$ cat src/rtl/wt_mem_req_arbiter.sv
// Round-robin merge of NumChan cache request streams onto one memory port, with ID-based return routing.
// Optional per-channel grant counters are enabled by defining WT_ARB_PERF_CNT_EN.
module wt_mem_req_arbiter #(
  parameter int unsigned NumChan = 2,
  parameter int unsigned ReqW    = 128,
  parameter int unsigned RtrnW   = 256,
  parameter int unsigned TidW    = 2,
  parameter int unsigned MaxTx   = 4,
  localparam int unsigned ChanW  = (NumChan > 1) ? $clog2(NumChan) : 1,
  localparam int unsigned IdW    = ChanW + TidW
) (
  input  logic                    clk_i,
  input  logic                    rst_ni,
  input  logic                    clr_i,
  input  logic [NumChan-1:0]      req_valid_i,
  output logic [NumChan-1:0]      req_ready_o,
  input  logic [NumChan*ReqW-1:0] req_data_i,
  input  logic [NumChan*TidW-1:0] req_tid_i,
  output logic                    mem_req_valid_o,
  input  logic                    mem_req_ready_i,
  output logic [ReqW-1:0]         mem_req_data_o,
  output logic [IdW-1:0]          mem_req_tid_o,
  input  logic                    mem_rtrn_vld_i,
  input  logic [RtrnW-1:0]        mem_rtrn_data_i,
  input  logic [IdW-1:0]          mem_rtrn_tid_i,
  output logic [NumChan-1:0]      rtrn_vld_o,
  output logic [RtrnW-1:0]        rtrn_data_o,
  output logic [TidW-1:0]         rtrn_tid_o,
  output logic                    busy_o,
  output logic                    err_o,
  output logic [NumChan*32-1:0]   perf_gnt_cnt_o
);

  localparam int unsigned CntW = $clog2(MaxTx + 1);

  logic [CntW-1:0]    r_cnt [NumChan];
  logic [ChanW-1:0]   r_rr_ptr;
  logic               r_valid;
  logic [ReqW-1:0]    r_data;
  logic [IdW-1:0]     r_tid;
  logic               r_err;

  logic [NumChan-1:0] w_elig;
  logic [NumChan-1:0] w_cnt_nz;
  logic [NumChan-1:0] w_grant;
  logic [NumChan-1:0] w_accept;
  logic [NumChan-1:0] w_rtrn_hit;
  logic [NumChan-1:0] w_rtrn_vld;
  logic               w_any_grant;
  logic               w_slot_free;
  logic               w_illegal;
  logic [ChanW-1:0]   w_gnt_idx;
  logic [ChanW-1:0]   w_ptr_nxt;
  logic [ChanW-1:0]   w_rtrn_chan;

  // A channel at its outstanding limit is simply not eligible, so the pointer never stalls on it.
  always_comb begin
    w_elig   = '0;
    w_cnt_nz = '0;
    for (int i = 0; i < int'(NumChan); i++) begin
      w_elig[i]   = req_valid_i[i] && (r_cnt[i] < CntW'(MaxTx));
      w_cnt_nz[i] = (r_cnt[i] != '0);
    end
  end

  // First eligible channel at or after the round-robin pointer, wrapping.
  always_comb begin
    int unsigned idx;
    logic [ChanW-1:0] idx_c;
    idx         = 0;
    idx_c       = '0;
    w_grant     = '0;
    w_gnt_idx   = '0;
    w_any_grant = 1'b0;
    for (int k = 0; k < int'(NumChan); k++) begin
      idx = 32'(r_rr_ptr) + 32'(k);
      if (idx >= NumChan) idx = idx - NumChan;
      idx_c = ChanW'(idx);
      if (!w_any_grant && w_elig[idx_c]) begin
        w_any_grant      = 1'b1;
        w_grant[idx_c]   = 1'b1;
        w_gnt_idx        = idx_c;
      end
    end
  end

  assign w_slot_free = !r_valid || mem_req_ready_i;
  assign w_accept    = w_grant & {NumChan{w_slot_free}};
  assign req_ready_o = w_accept;
  assign w_ptr_nxt   = (32'(w_gnt_idx) == NumChan - 1) ? '0 : w_gnt_idx + ChanW'(1);

  // Returns go only to a channel that exists and has something outstanding.
  assign w_rtrn_chan = mem_rtrn_tid_i[TidW +: ChanW];
  always_comb begin
    w_rtrn_hit = '0;
    for (int c = 0; c < int'(NumChan); c++) begin
      w_rtrn_hit[c] = (w_rtrn_chan == ChanW'(c));
    end
  end
  assign w_rtrn_vld  = {NumChan{mem_rtrn_vld_i}} & w_rtrn_hit & w_cnt_nz;
  assign w_illegal   = mem_rtrn_vld_i && !(|w_rtrn_vld);
  assign rtrn_vld_o  = w_rtrn_vld;
  assign rtrn_data_o = mem_rtrn_data_i;
  assign rtrn_tid_o  = mem_rtrn_tid_i[TidW-1:0];

  always_ff @(posedge clk_i or negedge rst_ni) begin
    if (!rst_ni) begin
      for (int i = 0; i < int'(NumChan); i++) r_cnt[i] <= '0;
    end else begin
      for (int i = 0; i < int'(NumChan); i++) begin
        case ({w_accept[i], w_rtrn_vld[i]})
          2'b10:   r_cnt[i] <= r_cnt[i] + CntW'(1);
          2'b01:   r_cnt[i] <= r_cnt[i] - CntW'(1);
          default: r_cnt[i] <= r_cnt[i];
        endcase
      end
    end
  end

  always_ff @(posedge clk_i or negedge rst_ni) begin
    if (!rst_ni) begin
      r_rr_ptr <= '0;
    end else if (clr_i) begin
      r_rr_ptr <= '0;
    end else if (w_any_grant && w_slot_free) begin
      r_rr_ptr <= w_ptr_nxt;
    end
  end

  // Output stage: reload on accept, drain on ready, otherwise hold.
  always_ff @(posedge clk_i or negedge rst_ni) begin
    if (!rst_ni) begin
      r_valid <= 1'b0;
      r_data  <= '0;
      r_tid   <= '0;
    end else if (w_any_grant && w_slot_free) begin
      r_valid <= 1'b1;
      r_data  <= req_data_i[w_gnt_idx*ReqW +: ReqW];
      r_tid   <= {w_gnt_idx, req_tid_i[w_gnt_idx*TidW +: TidW]};
    end else if (mem_req_ready_i) begin
      r_valid <= 1'b0;
    end
  end

  always_ff @(posedge clk_i or negedge rst_ni) begin
    if (!rst_ni) begin
      r_err <= 1'b0;
    end else if (clr_i) begin
      r_err <= 1'b0;
    end else if (w_illegal) begin
      r_err <= 1'b1;
    end
  end

  assign mem_req_valid_o = r_valid;
  assign mem_req_data_o  = r_data;
  assign mem_req_tid_o   = r_tid;
  assign err_o           = r_err;
  assign busy_o          = r_valid || (|w_cnt_nz);

`ifdef WT_ARB_PERF_CNT_EN
  logic [31:0] r_perf [NumChan];

  always_ff @(posedge clk_i or negedge rst_ni) begin
    if (!rst_ni) begin
      for (int i = 0; i < int'(NumChan); i++) r_perf[i] <= '0;
    end else begin
      for (int i = 0; i < int'(NumChan); i++) begin
        if (clr_i) begin
          r_perf[i] <= '0;
        end else if (w_accept[i] && req_valid_i[i]) begin
          r_perf[i] <= r_perf[i] + 32'd1;
        end
      end
    end
  end

  always_comb begin
    perf_gnt_cnt_o = '0;
    for (int i = 0; i < int'(NumChan); i++) perf_gnt_cnt_o[i*32 +: 32] = r_perf[i];
  end
`else
  assign perf_gnt_cnt_o = '0;
`endif

endmodule

$ cat config.mk
export PLATFORM = sky130hd
export DESIGN_NAME = wt_mem_req_arbiter
export DESIGN_NICKNAME = d
export VERILOG_FILES = /design/src/rtl/wt_mem_req_arbiter.sv
export SDC_FILE = /design/constraint.sdc
export NUM_CORES = 1
export LEC_CHECK = 0
export CAP_MARGIN = 20
export CORE_AREA = 2 2 389 391
export CTS_CLUSTER_DIAMETER = 150
export DETAILED_ROUTE_END_ITERATION = 16
export DIE_AREA = 0 0 391 393
export PLACE_DENSITY = 0.3
export SLEW_MARGIN = 20
export SYNTH_ARGS = -nofsm -noshare
export SYNTH_HDL_FRONTEND = slang
export SYNTH_SLANG_ARGS = --single-unit
$ cat constraint.sdc
create_clock -name clk_i -period 4.5 [get_ports clk_i]
set_input_delay 0.9 -clock clk_i [delete_from_list [all_inputs] [get_ports clk_i]]
set_output_delay 0.9 -clock clk_i [all_outputs]
set_load 0.02 [all_outputs]
# --- Word level (Yosys, flattened, before mapping) ---
# Cells that the tools add are included.
word_totals:
  regBits: 140
  inputBits: 526
  out_inout_bits: 460
  elab_cells: 80
op_classes:
  add_sub_neg: 8
  magnitude_cmp: 8
  n_eq_ne: 4
  shifts: 2
  n_mux: 25
  bitwise: 5
  n_reduce_logical: 21
op_table:
  columns: ["operator", "count"]
  rows:
  - ["256-bit by 9-bit variable part select with 128-bit output", 1]
  - ["1-bit 2-to-1 mux", 19]
  - ["3-bit one-hot mux with 2 select lines", 2]
  - ["2-bit nonzero test", 5]
  - ["1-bit logical AND", 7]
  - ["3-bit by 1-bit adder with 3-bit output, second input constant", 2]
  - ["2-bit bitwise AND", 3]
  - ["3-bit < comparator, second input constant", 2]
  - ["3-bit nonzero test", 2]
  - ["3-bit by 1-bit subtractor with 3-bit output, second input constant", 2]
  - ["2-bit by 1-bit == test with 1-bit output, second input constant", 2]
  - ["2-bit == test, second input constant", 2]
  - ["1-bit by 2-bit < comparator with 1-bit output, second input constant", 2]
  - ["2-bit 2-to-1 mux", 2]
  - ["2-bit OR reduction", 2]
  - ["4-bit by 3-bit variable part select with 2-bit output", 1]
  - ["1-bit logical NOT", 3]
  - ["1-bit by 1-bit adder with 2-bit output, second input constant", 1]
  - ["1-bit demux with 1-bit select", 2]
  - ["1-bit >= comparator, second input constant", 2]
  - ["1-bit by 2-bit >= comparator with 1-bit output, second input constant", 1]
  - ["2-bit >= comparator, second input constant", 1]
  - ["1-bit logical OR", 2]
  - ["2-bit OR", 1]
  - ["3 further kinds", 4]

# --- Longest topological paths before layout ---
# Gate-level depths: netlist of run 1.
depth:
  depth_word: 12
  mapped_depth: 11
  ltp_nobuf: 10

# --- Least setup slack after synthesis of run 1 ---
# Ideal clock, no wire load.
synth_path:
  path_kind: "input to register"
  start: "in req_valid_i[0]"
  end: "reg r_cnt[2] (netlist name)"
  setup_time_ns: 0.079
  arrival_time_ns: 2.703
  required_ns: 4.421
  slack_ns: 1.718
  path_stages: 11
  n_path_buf: 1
  path_cell_list: "or3b_1 nand2_1 buf_4 nor2_1 inv_1 ha_1 inv_1 fa_1 xor2_1 nor2_1 xor2_1"
synth_via:
  elab_chain_cells: 10
  word_cells_on_any_way: 16
  cone_classes: "2 x eq/ne; 8 x mux; 2 x bitwise; 4 x reduce/logical"
synth_rtl:
  columns: ["element", "line", "source"]
  rows:
  - ["start: declaration", "15", "input logic [NumChan-1:0] req_valid_i,"]
  - ["1-bit logical AND *", "61", "w_elig[i] = req_valid_i[i] && (r_cnt[i] < CntW'(MaxTx));"]
  - ["1-bit 2-to-1 mux (not written as such) (2 in a row)", "79", "if (!w_any_grant && w_elig[idx_c]) begin"]
  - ["1-bit 2-to-1 mux", "79", null]
  - ["1-bit logical NOT", "79", null]
  - ["1-bit logical AND", "79", null]
  - ["2-bit 2-to-1 mux *", "79", null]
  - ["2-bit bitwise AND *", "88", "assign w_accept = w_grant & {NumChan{w_slot_free}};"]
  - ["net req_ready_o[1]", "16", "output logic [NumChan-1:0] req_ready_o,"]
  - ["2-bit by 1-bit == test with 1-bit output / 2-bit == test (equally long branches)", "111", "case ({w_accept[i], w_rtrn_vld[i]})"]
  - ["3-bit one-hot mux with 2 select lines / 2-bit nonzero test (equally long branches)", null, null]
  - ["end signal: indexed assignment", "112", "2'b10: r_cnt[i] <= r_cnt[i] + CntW'(1);"]
  - ["end signal: indexed assignment", "113", "2'b01: r_cnt[i] <= r_cnt[i] - CntW'(1);"]
  - ["end signal: indexed assignment", "114", "default: r_cnt[i] <= r_cnt[i];"]
  - ["end: declaration", "36", "logic [CntW-1:0] r_cnt [NumChan];"]
# Mark *: on every way through the listed nets, which the timed path passes. The rest lies on a longest branch. The select of a mux whose other input is x is not followed.
# A chain may end at the register's enable or synchronous reset.

# --- Worst setup path after layout of run 1 ---
layout_path:
  start: "in req_valid_i[1]"
  end: "out req_ready_o[1]"
layout_via:
  elab_chain_cells: 8
  word_cells_on_any_way: 12
  cone_classes: "7 x mux; 2 x bitwise; 3 x reduce/logical"
layout_rtl:
  columns: ["element", "line"]
  rows:
  - ["1-bit logical AND *", "61"]
  - ["1-bit 2-to-1 mux (not written as such) (2 in a row)", "79"]
  - ["1-bit 2-to-1 mux", "79"]
  - ["1-bit logical NOT", "79"]
  - ["1-bit logical AND", "79"]
  - ["2-bit 2-to-1 mux *", "79"]
  - ["2-bit bitwise AND *", "88"]
  - ["end: declaration", "16"]
# Mark *: on every way between the ends. The rest lies on a longest branch, timed or not. The select of a mux whose other input is x is not followed.

==> results of run 1 <==
-- cell type report --
class	count	area (um^2)	share of cell area, %
Clock inverter	15	189	1.38
Sequential cell	140	3500	25.6
Inverter	9	33.8	0.247
Multi-Input combinational cell	622	2820	20.6
Clock buffer	17	425	3.11
Tap cell	1944	2430	17.8
Antenna cell	1	2.50	0.0183
Timing Repair Buffer	421	4270	31.2
-- logic make-up (layout without fill, tap and decap cells) --
kind of cell             Yosys count  count (layout)  share of synthesized area, %
multiplexers                       3               3                         0.355
flip-flops                       140             140                          39.8
XOR/XNOR                           6               6                         0.596
AO/OA/AOI/OAI                    134             134                          9.51
AND/OR/NAND/NOR                  411             411                          17.9
adder cells (fa/ha/maj)            4               4                         0.738
buffers and inverters            389             462                          31.1
other                              1              65                        0.0426
-- per-stage QoR --
step,utilization (%),instance area (um^2),hold WS [ns]
3_3_place_gp,8.75,13100,0.499
6_report,9.16,13700,0.409
5_1_grt,9.16,13700,0.410
3_5_place_dp,8.75,13100,0.492
2_1_floorplan,-,9050,0.468
4_1_cts,9.16,13700,0.380
-- sequential cells by signal, indices dropped and copies added, names as in the netlist --
| register | cells |
|---|---|
| mem_req_valid_o | 1 |
| r_rr_ptr | 1 |
| r_cnt | 6 |
| mem_req_data_o | 128 |
| err_o | 1 |
| mem_req_tid_o | 3 |
-- placed cells by master (no fill, tap or decap) --
master           netlist  layout
a211o_1                1       1
a21oi_1                2       1
a21oi_4                0       1
a31oi_1              130     130
and2_4                 0       1
buf_12                 0       7
buf_4                332       9
clkbuf_16              0      17
clkbuf_8               0       1
clkdlybuf4s50_1        0     404
clkinv_4               0       3
clkinv_8               0       6
conb_1                 1      64
dfrtp_1              140     140
diode_2                0       1
fa_1                   2       2
ha_1                   2       2
inv_1                  9       9
inv_6                  0       1
inv_8                  0       5
mux2_2                 1       1
mux2i_1                2       2
nand2_1              263     262
nand2_4                0       1
nand2b_1               2       2
nand3b_1               1       1
nor2_1               136     136
nor2b_1                2       2
nor3_1                 3       3
nor3b_1                1       1
o22ai_1                1       1
or2_2                  1       1
or3b_1                 1       1
xnor2_1                2       2
xor2_1                 4       4
-- how the worst max path moves through the flow --
stage                endpoint  slack (ns)  depth (start not counted)
3_3_place_gp   req_ready_o[1]        0.84                          5
3_5_place_dp   req_ready_o[1]        0.82                          5
2_1_floorplan        r_cnt[2]        1.72                         11
4_1_cts        req_ready_o[1]        0.81                          5
6_report       req_ready_o[1]        0.86                          5
5_1_grt        req_ready_o[1]        0.74                          5
-- layer usage --
layer	vias to the layer above	global-route usage, %
li1	3367	-
met5	-	1.05
met3	57	9.51
met1	3434	7.18
met4	10	2.36
met2	719	13.7
-- power groups by stage --
stage	Sequential [uW]	Clock [uW]	Combinational, uW
floorplan	2970	0	1790
global placement	2320	0	4450
detailed placement	2330	0	4400
CTS	2310	1750	4410
global route	2380	1760	4690
finish	2290	1610	4310
==> reports/qor.yml, run 1 <==
outcome:
  status: "finished clean"
clock_tree:
  h-tree-depth: 4
  clk_pin_slew_ns: 0.07
  cts_buffers: 17
  cts_setup_buffers: 0
  clk_latency_ns: 0.55
  cts_tree: "done"
  clock-root-buffer: "clkbuf_16"
  cts.sink_count: 140
  holdBufCountCts: 0
  clockBufferDepth: 2
  cts_resized: 0
worst_setup_path:
  end_kind: "output pin"
  reg2regPathDepth: 10
  crit_arrival_ns: 2.74
  critPathMaxFanout: 3
  r2r_setup_slack_ns: 2.20
  crit_buf_inv: 2
  slowest_stage: "clkdlybuf4s50_1"
  cp-start-kind: "input port"
  crit_family: "buffers and inverters"
  crit_start: "req_valid_i[1]"
  r2r_end: "r_cnt[2]"
  cp_common_cell: "clkdlybuf4s50_1"
  r2r-start: "r_cnt[5]"
  path_cells: "clkdlybuf4s50_1 -> nor2b_1 -> nand2_4 -> nor2_1 -> clkdlybuf4s50_1"
  cp.required_ns: 3.60
  criticalPathCategory: "in2out"
  cpPeakStageDelay_ns: 0.65
cells_and_area:
  layout.cells.non_filler: 3169
  nFillCells: 17425
  nets: 1741
  layout-area-overhead-vs-synth_pct: 55.2
  drive_gt1_share_pct: 4.41
routing:
  ant_nets: 0
  totalWireLength_um: 69200
  wl_met2_um: 31700
  drt_iter0_drc: 292
  met1_length_um: 20600
  via_per_inst: 2.39
  highest_layer: "met5"
  wl_per_cell_um: 21.8
  drc: 0
  routed-via-count: 7587
  drtPass1Iterations: 4
  route.met3.wl_um: 15200
yosys:
  async_reset_ff_share_pct: 100
  yosysWarningCount: 0
  synth_top_area_share_pct: 39.8
  ys_types: 28
  synth_cells: 1088
  yosysTopAreaCell: "dfrtp_1"
  avgSynthCellArea_um2: 8.10
  ys_top_cells_by_area: "dfrtp_1 (40%), buf_4 (28%), nand2_1 (11%)"
  synth.most_common_cell: "buf_4"
  synthTopCellsByCount: "buf_4 (332), nand2_1 (263), dfrtp_1 (140)"
  synth_seq_cells: 140
  seq_area_frac_synth_pct: 39.8
  synth_area_um2: 8810
  synth_flop_cell: "dfrtp_1"
  synth_edf_count: 0
power:
  p_leak_uw: 0.00491
  p_int_uw: 4470
  comb_power_share_pct: 52.4
  seqPwrFrac_pct: 27.9
  ir_drop_mv: 0.277
  power.share.switching_pct: 45.5
  clockPowerShare_pct: 19.7
  powerDensity_nw_per_um2: 601
  finalPower_uw: 8210
  p_switching_uw: 3740
timing:
  worst_pin_slew_ns: 0.763
  rsz0062_at_grt: "no"
  setup_viol: 0
  maxSlewHeadroom_pct: 49.2
  period_minus_slack_ns: 3.64
  drv_slew: 0
  finalCritPeriodShare_pct: 80.9
  max_freq_mhz: 275
  finalHoldViolations: 0
  fin_setup_tns_ns: 0
  fin_skew_ns: 0.0370
  setup_slack_ns: 0.861
floorplan:
  start_util_pct: 5.90
  die_x_um: 391
  num_rows: 142
  core_area_um2: 149000
  die_y_um: 393
  die_area_um2: 154000
  pin_count: 986
grt:
  grt_pass1_vias: 7613
  grt_max_degree: 95
  gr-usage-all-layers_pct: 8.71
  globalRouteOverflowTotal: 0
  antenna_found_initial: 6
  grt_first_pass_wirelength_um: 84900
placement:
  dp_hpwl_um: 58300
  portBuffers: 405
  place_ws_ns: 0.825
  place_inst: 3136
  gp_congestion: 0.781
flow_run:
  cap_violations: 0
worst_hold_path:
  holdCritPathClass: "in2async"
No activity file was read; power rests on OpenSTA's default activity.
==> run 2, diff against run 1 <==
--- a/config.mk
+++ b/config.mk
@@ -6,10 +6,10 @@
 export NUM_CORES = 1
 export LEC_CHECK = 0
 export CAP_MARGIN = 20
-export CORE_AREA = 2 2 389 391
+export CORE_AREA = 2 2 386 388
 export CTS_CLUSTER_DIAMETER = 150
 export DETAILED_ROUTE_END_ITERATION = 16
-export DIE_AREA = 0 0 391 393
+export DIE_AREA = 0 0 388 390
 export PLACE_DENSITY = 0.3
 export SLEW_MARGIN = 20
 export SYNTH_ARGS = -nofsm -noshare
==> constraint.sdc (replaced) <==
create_clock -name clk_i -period 3.8 [get_ports clk_i]
set_input_delay 0.76 -clock clk_i [delete_from_list [all_inputs] [get_ports clk_i]]
set_output_delay 0.76 -clock clk_i [all_outputs]
set_load 0.02 [all_outputs]
==> run 2 against run 1 <==
Via count decreased by 0.50%. Non-clock buffer count increased by 2. Total power increased by 20%. Critical endpoint unchanged. Highest routed layer unchanged.
==> reports/qor.yml, run 2 (same netlist as run 1, synthesis figures left out) <==
outcome:
  status: "finished clean"
grt:
  gr-usage-all-layers_pct: 8.30
  globalRouteOverflowTotal: 0
  grt_pass1_vias: 7443
  grt_max_degree: 122
  antenna_found_initial: 13
  grt_first_pass_wirelength_um: 80800
power:
  p_switching_uw: 4280
  ir_drop_mv: 0.290
  p_leak_uw: 0.00493
  clockPowerShare_pct: 20.6
  p_int_uw: 5540
  comb_power_share_pct: 51.7
  seqPwrFrac_pct: 27.7
  finalPower_uw: 9820
  powerDensity_nw_per_um2: 717
  power.share.switching_pct: 43.6
worst_setup_path:
  critPathMaxFanout: 3
  cp_common_cell: "clkdlybuf4s50_1"
  crit_family: "buffers and inverters"
  slowest_stage: "clkdlybuf4s50_1"
  cp.required_ns: 3.04
  cpPeakStageDelay_ns: 0.66
  criticalPathCategory: "in2out"
  crit_buf_inv: 2
  end_kind: "output pin"
  cp-start-kind: "input port"
  path_cells: "clkdlybuf4s50_1 -> nor2b_1 -> nand2_4 -> nor2_1 -> clkdlybuf4s50_1"
  crit_arrival_ns: 2.54
timing:
  finalCritPeriodShare_pct: 86.8
  max_freq_mhz: 303
  finalHoldViolations: 0
  period_minus_slack_ns: 3.30
  rsz0062_at_grt: "no"
  fin_skew_ns: 0.0267
  maxSlewHeadroom_pct: 44.2
  drv_slew: 0
  worst_pin_slew_ns: 0.837
  fin_setup_tns_ns: 0
  setup_viol: 0
placement:
  portBuffers: 405
  dp_hpwl_um: 53900
  gp_congestion: 0.788
  place_inst: 3124
  post_dp_cell_area_um2: 13100
clock_tree:
  cts_tree: "done"
  clockBufferDepth: 2
  cts.sink_count: 140
  cts_buffers: 17
  clk_pin_slew_ns: 0.07
  clk_latency_ns: 0.52
  cts_setup_buffers: 0
  clock-root-buffer: "clkbuf_16"
  cts_resized: 0
  h-tree-depth: 4
  holdBufCountCts: 0
cells_and_area:
  largest_register_ffs: 128
  finalInstanceArea_um2: 13700
  nets: 1743
  drive_gt1_share_pct: 4.49
  fin_util_pct: 9.31
  layout.cells.non_filler: 3158
  layout-area-overhead-vs-synth_pct: 55.5
  mostFrequentLayoutCells: "clkdlybuf4s50_1 (404), nand2_1 (262), dfrtp_1 (140)"
  final_common_cell: "clkdlybuf4s50_1"
routing:
  totalWireLength_um: 64700
  routed-via-count: 7549
  drc: 0
  via_per_inst: 2.39
  wl_per_cell_um: 20.5
  ant_nets: 0
  drtPass1Iterations: 7
  drt_iter0_drc: 282
worst_hold_path:
  holdCritPathClass: "in2async"
floorplan:
  start_util_pct: 5.99
  die_y_um: 390
  die_area_um2: 151000
  pin_count: 986
  die_x_um: 388
  core_area_um2: 147000
  num_rows: 141
flow_run:
  cap_violations: 0
## run 2: cell type report
cell class / count / area (um^2)
clock buffers: 18 / 439
multi-input cells: 622 / 2820
flip-flops and latches: 140 / 3500
well taps: 1930 / 2410
repair buffers: 423 / 4290
diodes: 3 / 7.51
clock inverters: 13 / 189
fillers: 17269 / 133000
inverters: 9 / 33.8
## run 2: final timing paths
path	startpoint	endpoint	slack (ns)	cells past startpoint
setup / recovery	req_valid_i[1]	req_ready_o[1]	0.50	5
hold / removal	rst_ni	mem_req_data_o[125]	0.31	1
setup reg to reg	r_cnt[5]	r_cnt[2]	1.52	10
hold reg to reg	r_cnt[3]	r_cnt[3]	0.49	1
max in group asynchronous	rst_ni	mem_req_data_o[61]	2.70	2
min in group clk_i	r_cnt[3]	r_cnt[3]	0.49	1
## run 2: per-stage QoR
step / worst slack [ns] / hold slack, ns
after global placement: 0.500 / 0.498
final: 0.503 / 0.312
after detailed placement: 0.504 / 0.488
after global routing: 0.412 / 0.306
after floorplan: 1.16 / 0.464
after CTS: 0.501 / 0.277
## run 2: power by group through the flow
stage | registers, uW | logic, uW | clock network, uW
floorplan | 3520 | 2120 | 0
global placement | 2760 | 5230 | 0
detailed placement | 2770 | 5170 | 0
CTS | 2750 | 5190 | 2190
global route | 2830 | 5490 | 2210
finish | 2720 | 5070 | 2020
## run 2: layer usage
| layer | track usage, % | share of wire [%] | up-vias |
|---|---|---|---|
| li1 | - | - | 3368 |
| met1 | 7.56 | 33 | 3435 |
| met2 | 12.9 | 45 | 680 |
| met3 | 7.96 | 20 | 58 |
| met4 | 2.71 | 2.3 | 8 |
| met5 | 0.447 | 0.077 | - |
## run 2: worst register-to-register path: stages, from the launching register on
cell     delay (ns)
dfrtp_1        0.45
or3b_1         0.43
nand2_4        0.11
nor2_1         0.08
inv_1          0.10
ha_1           0.19
inv_1          0.06
fa_1           0.37
xor2_1         0.15
nor2_1         0.12
xor2_1         0.16
